$ cat config.mk
export PLATFORM = sky130hd
export DESIGN_NAME = snake_body_mover
export DESIGN_NICKNAME = d
export VERILOG_FILES = /design/src/rtl/snake_pkg.sv /design/src/rtl/snake_tick_gen.sv /design/src/rtl/snake_body_mover.sv
export SDC_FILE = /design/constraint.sdc
export NUM_CORES = 1
export LEC_CHECK = 0
export CORE_MARGIN = 8
export CORE_UTILIZATION = 35
export CTS_CLUSTER_SIZE = 20
export DETAILED_ROUTE_END_ITERATION = 10
export SLEW_MARGIN = 20
export SYNTH_ARGS = -nofsm -noshare
export SYNTH_HDL_FRONTEND = slang
export SYNTH_SLANG_ARGS = --single-unit
$ cat constraint.sdc
create_clock -name clk -period 13.6 [get_ports clk]
set_clock_uncertainty 0.15 [all_clocks]
set_input_delay 2.04 -clock clk [delete_from_list [all_inputs] [get_ports clk]]
set_output_delay 2.04 -clock clk [all_outputs]
set_load 0.02 [all_outputs]
$ cat src/rtl/snake_pkg.sv
// Shared encodings for the snake game blocks: grid geometry, directions, FSM states.
// The direction encoding is also used by the keyboard block.
package snake_pkg;

  localparam int GRID_W  = 40;
  localparam int GRID_H  = 30;
  localparam int COORD_W = 6;

  typedef logic [COORD_W-1:0] coord_t;

  typedef enum logic [1:0] {
    DIR_UP    = 2'd0,
    DIR_DOWN  = 2'd1,
    DIR_LEFT  = 2'd2,
    DIR_RIGHT = 2'd3
  } dir_t;

  typedef enum logic [1:0] {
    ST_IDLE = 2'd0,
    ST_PLAY = 2'd1,
    ST_DEAD = 2'd2
  } state_t;

  // Opposite pairs share bit 1 and differ only in bit 0.
  function automatic logic is_opposite(input dir_t a, input dir_t b);
    return (a[1] == b[1]) && (a[0] != b[0]);
  endfunction

endpackage

$ cat src/rtl/snake_tick_gen.sv
// Step-rate generator: counts 0..TICK_CYCLES-1 while run is high and pulses
// move_tick combinationally in the wrap cycle. Also used by the renderer blink logic.
module snake_tick_gen #(
  parameter int TICK_CYCLES = 250000
) (
  input  logic clk,
  input  logic reset,
  input  logic run,
  output logic move_tick
);

  localparam int CW = (TICK_CYCLES > 1) ? $clog2(TICK_CYCLES) : 1;
  localparam logic [CW-1:0] LAST = CW'(TICK_CYCLES - 1);

  logic [CW-1:0] count;

  assign move_tick = run && (count == LAST);

  // The counter parks at zero whenever the game is not running.
  always_ff @(posedge clk) begin
    if (!reset) begin
      count <= '0;
    end else if (!run || move_tick) begin
      count <= '0;
    end else begin
      count <= count + CW'(1);
    end
  end

endmodule

$ cat src/rtl/snake_body_mover.sv
// Snake movement, body storage, wall/self collision detection and renderer cell queries.
// Head is seg[0]; the body shifts one slot per move tick.
module snake_body_mover
  import snake_pkg::*;
#(
  parameter int MAX_LEN     = 16,
  parameter int INIT_LEN    = 3,
  parameter int INIT_X      = 10,
  parameter int INIT_Y      = 10,
  parameter int TICK_CYCLES = 250000
) (
  input  logic       clk,
  input  logic       reset,
  input  logic       key_up,
  input  logic       key_down,
  input  logic       key_left,
  input  logic       key_right,
  input  logic       add_cube,
  input  logic [5:0] query_x,
  input  logic [5:0] query_y,
  output logic [5:0] head_x,
  output logic [5:0] head_y,
  output logic [4:0] body_len,
  output logic       move_tick,
  output logic       game_over,
  output logic       query_hit,
  output logic       query_head
);

  localparam logic [4:0] MAX_LEN_W = 5'(MAX_LEN);
  localparam coord_t     ONE       = coord_t'(1);

  coord_t     seg_x [MAX_LEN];
  coord_t     seg_y [MAX_LEN];
  logic [4:0] len_q;
  state_t     state_q, state_d;
  dir_t       dir_cur, dir_next, key_dir;
  logic       key_any, add_prev, grow_pending, add_edge, grow_now, grow_len;
  logic       run, tick, wall_hit, self_hit, collide, hit_d;
  logic [4:0] self_lim;
  coord_t     nx, ny;

  assign run = (state_q == ST_PLAY);

  snake_tick_gen #(.TICK_CYCLES(TICK_CYCLES)) u_tick (
    .clk       (clk),
    .reset     (reset),
    .run       (run),
    .move_tick (tick)
  );

  assign move_tick = tick;
  assign game_over = (state_q == ST_DEAD);
  assign head_x    = seg_x[0];
  assign head_y    = seg_y[0];
  assign body_len  = len_q;

  assign key_any  = key_up | key_down | key_left | key_right;
  assign add_edge = add_cube & ~add_prev;
  assign grow_now = grow_pending | add_edge;
  assign grow_len = grow_now && (len_q < MAX_LEN_W);
  // A growing step keeps the tail in place, so the tail slot becomes illegal too.
  assign self_lim = grow_len ? len_q : len_q - 5'd1;

  always_comb begin
    key_dir = DIR_RIGHT;
    if (key_up)        key_dir = DIR_UP;
    else if (key_down) key_dir = DIR_DOWN;
    else if (key_left) key_dir = DIR_LEFT;
  end

  always_comb begin
    nx = seg_x[0];
    ny = seg_y[0];
    case (dir_next)
      DIR_UP:    ny = seg_y[0] - ONE;
      DIR_DOWN:  ny = seg_y[0] + ONE;
      DIR_LEFT:  nx = seg_x[0] - ONE;
      default:   nx = seg_x[0] + ONE;
    endcase
    wall_hit = (nx == '0) || (nx == coord_t'(GRID_W - 1)) ||
               (ny == '0) || (ny == coord_t'(GRID_H - 1));
    self_hit = 1'b0;
    for (int k = 1; k < MAX_LEN; k++) begin
      if ((5'(k) < self_lim) && (seg_x[k] == nx) && (seg_y[k] == ny)) self_hit = 1'b1;
    end
    collide = wall_hit | self_hit;
  end

  always_comb begin
    hit_d = 1'b0;
    for (int k = 1; k < MAX_LEN; k++) begin
      if ((5'(k) < len_q) && (seg_x[k] == query_x) && (seg_y[k] == query_y)) hit_d = 1'b1;
    end
  end

  always_comb begin
    state_d = state_q;
    case (state_q)
      ST_IDLE: if (key_any) state_d = ST_PLAY;
      ST_PLAY: if (tick && collide) state_d = ST_DEAD;
      default: state_d = ST_DEAD;
    endcase
  end

  always_ff @(posedge clk) begin
    if (!reset) state_q <= ST_IDLE;
    else        state_q <= state_d;
  end

  always_ff @(posedge clk) begin
    if (!reset) begin
      dir_cur      <= DIR_RIGHT;
      dir_next     <= DIR_RIGHT;
      add_prev     <= 1'b0;
      grow_pending <= 1'b0;
      len_q        <= 5'(INIT_LEN);
      query_hit    <= 1'b0;
      query_head   <= 1'b0;
      for (int i = 0; i < MAX_LEN; i++) begin
        seg_x[i] <= (i < INIT_LEN) ? coord_t'(INIT_X - i) : '0;
        seg_y[i] <= (i < INIT_LEN) ? coord_t'(INIT_Y) : '0;
      end
    end else begin
      add_prev   <= add_cube;
      query_hit  <= hit_d;
      query_head <= (seg_x[0] == query_x) && (seg_y[0] == query_y);
      if (state_q != ST_DEAD) begin
        // In the tick cycle the latched request is what gets applied, so check against it.
        if (key_any && !is_opposite(key_dir, tick ? dir_next : dir_cur)) dir_next <= key_dir;
        if (tick) begin
          dir_cur      <= dir_next;
          grow_pending <= 1'b0;
          if (!collide) begin
            for (int i = 1; i < MAX_LEN; i++) begin
              seg_x[i] <= seg_x[i-1];
              seg_y[i] <= seg_y[i-1];
            end
            seg_x[0] <= nx;
            seg_y[0] <= ny;
            if (grow_len) len_q <= len_q + 5'd1;
          end
        end else if (add_edge) begin
          grow_pending <= 1'b1;
        end
      end
    end
  end

endmodule

==> impl_metrics.sql <==
INSERT INTO impl_metrics (metric_group, metric, value, unit) VALUES
('status', 'status', 'finished clean', ''),
('power', 'net-switching-power', '0.513', 'mW'),
('cts', 'root_buffer', 'sky130_fd_sc_hd__clkbuf_16', ''),
('critical_path', 'critical_path.startpoint_type', 'flop', ''),
('floorplanning', 'rows', '77', ''),
('cts', 'tritoncts_num_sinks', '225', ''),
('route', 'ant_nets', '0', ''),
('power', 'pwr-share-seq', '43.9', '%'),
('timing', 'tightestPinTransition', '1.13', 'ns'),
('global_routing', 'first_global_vias', '11900', ''),
('place', 'placed_area', '0.0162', 'mm^2'),
('floorplanning', 'die-area', '0.0511', 'mm^2'),
('cts', 'clkTransAtPathRegs', '0.07', 'ns'),
('power', 'share_comb_of_total_power', '16.7', '%'),
('final_layout', 'most_frequent_cells_in_the_layout', 'sky130_fd_sc_hd__xnor2_1, sky130_fd_sc_hd__xor2_1, sky130_fd_sc_hd__edfxtp_1', ''),
('final_layout', 'finish.instance_area', '0.0170', 'mm^2'),
('global_routing', 'grt_pass1_wl', '77.0', 'mm'),
('timing', 'timing.final.max_slew_violations', '0', ''),
('critical_path', 'timing.critical_path.buf_inv', '4', ''),
('timing', 'period_minus_slack', '7.00', 'ns'),
('route', 'wl_per_cell', '23.9', 'um'),
('synthesis', 'ys_async_sr_fraction', '0', '%'),
('cts', 'post_cts_hold_buffer_count', '0', ''),
('timing', 'timing.slew.headroom', '24.5', '%'),
('power', 'totalPowerFinal', '1.74', 'mW'),
('critical_path', 'end_kind', 'flop', ''),
('synthesis', 'ys.flop_type', 'sky130_fd_sc_hd__edfxtp_1', ''),
('place', 'gpl.final_weighted_congestion', '0.925', ''),
('floorplanning', 'fp.dieH', '226', 'um'),
('critical_path', 'critical_path_class', 'reg -> reg', ''),
('place', 'place.detailed.instances', '2112', ''),
('critical_path', 'critPathMaxStageDelay', '0.92', 'ns'),
('power', 'cellInternalPower', '1.22', 'mW'),
('place', 'dpl_worst_slack', '6.05', 'ns'),
('synthesis', 'synth_top_area_share', '23.3', '%'),
('final_layout', 'final_nets', '1578', ''),
('global_routing', 'grt_antenna_before_repair', '0', ''),
('final_layout', 'mostFrequentLayoutCell', 'sky130_fd_sc_hd__xnor2_1', ''),
('floorplanning', 'die_w', '226', 'um'),
('critical_path', 'cp_data_required_time', '13.88', 'ns'),
('global_routing', 'grt_start_max_net_pins', '105', ''),
('timing', 'setup_ws_post_layout', '6.60', 'ns'),
('timing', 'grt_setup_unrepaired', 'no', ''),
('final_layout', 'final_layout_size_suffix_gt1_share', '6.45', '%'),
('cts', 'cts_tree', 'yes', ''),
('final_layout', 'area_delta_synth_final', '10.0', '%'),
('synthesis', 'synth_largest_area_cell', 'sky130_fd_sc_hd__edfxtp_1', ''),
('synthesis', 'syn-instance-count', '1575', ''),
('power', 'clock_share_of_power', '39.4', '%'),
('floorplanning', 'pin_count', '40', ''),
('global_routing', 'grt.total_usage', '19.8', '%'),
('power', 'total_leakage_power', '6.38', 'nW'),
('timing', 'hold_slack', '0.300', 'ns'),
('power', 'power-per-cell-area', '102', 'mW/mm^2'),
('timing', 'report.final.setup_viol', '0', ''),
('synthesis', 'synth_enable_flop_cells', '120', ''),
('place', 'dp_hpwl', '35.5', 'mm'),
('timing', 'hold_viol', '0', ''),
('synthesis', 'syn_area', '0.0154', 'mm^2'),
('cts', 'postCtsSetupRepairBufs', '0', ''),
('route', 'totalWireLength', '51.6', 'mm'),
('critical_path', 'critical-path-top-delay-family', 'simple AND/OR/NAND/NOR gates', ''),
('route', 'viasPerCell', '5.63', ''),
('route', 'route.detailed.drc', '0', ''),
('critical_path', 'worstPathMaxFanout', '64', ''),
('synthesis', 'synthDistinctLibCells', '89', ''),
('synthesis', 'yosysWarnings', '0', ''),
('synthesis', 'synth_area_per_cell', '9.81', 'um^2'),
('cts', 'clk_latency', '0.59', 'ns'),
('route', 'drtPass1Iterations', '5', ''),
('critical_path', 'worst_case_register_to_register_setup_slack', '6.60', 'ns');
[sequential cells by signal, summed over array words and instances (netlist names), 2 cells and up]
name and flops:
dir_cur 2, seg_x 96, seg_y 96, state_q 2
dir_next 2, body_len 5, u_tick.count 18
[metal layers]
metal	vias up	track usage, %	wire [um]
met5	-	0	0
met4	0	8.35	2280
met3	126	2.39	3330
met2	531	33.5	24600
met1	6026	25.3	21400
li1	5479	-	-
[path summary, 6_finish.rpt]
check,start,endpoint,cells after the start
worst max-delay path,seg_y[0][0],body_len[0],15
worst min-delay path,u_tick.count[0],u_tick.count[0],1
worst max register to register,seg_y[0][0],body_len[0],15
worst min register to register,u_tick.count[0],u_tick.count[0],1
[cell families after synthesis]
kind of cell               after synthesis  share of synthesized area (%)
muxes                                   83                           5.49
DFF                                    225                           36.9
adders and majority gates               10                          0.859
xor gates and xnor gates               407                           24.7
buffers and inverters                  161                           5.26
AOI/OAI and AO/OA                      157                           7.44
and+or+nand+nor                        532                           19.4
[area by class of cell]
type                    count  area [um^2]
clock inverters            13         76.3
repair buffers             73          646
inverters                  33          125
multi-input cells        1189         8970
clock buffers              34          732
well taps                 592          741
fillers                  4437        26900
flip-flops and latches    225         5710
[synthesized netlist by cell type (all sizes together) (4+ instances only)]
cell type	number
xnor2	206
xor2	188
edfxtp	120
nor2	112
dfxtp	105
and2	97
mux2i	79
nor4	74
buf	64
clkbuf	64
nand2	45
nand4	45
o21ai	34
nor3	33
inv	31
a21oi	30
nand3	30
nand2b	15
a2111oi	14
or3	14
nor2b	13
xnor3	13
and3	12
ha	9
nor3b	9
a31oi	8
and4	8
or4	8
o211ai	7
o21a	7
o2111ai	6
o31ai	5
a211o	4
a22oi	4
mux2	4
nor4b	4
o32ai	4
[power groups by stage]
stage	clock (mW)	combinational (mW)	sequential, mW
final	0.683	0.290	0.762
after global routing	0.713	0.308	0.764
after CTS	0.689	0.287	0.762
after detailed placement	0	0.286	0.776
after global placement	0	0.282	0.776
after floorplan	0	0.206	0.764
Note: power is estimated with default switching activity, not from simulation.
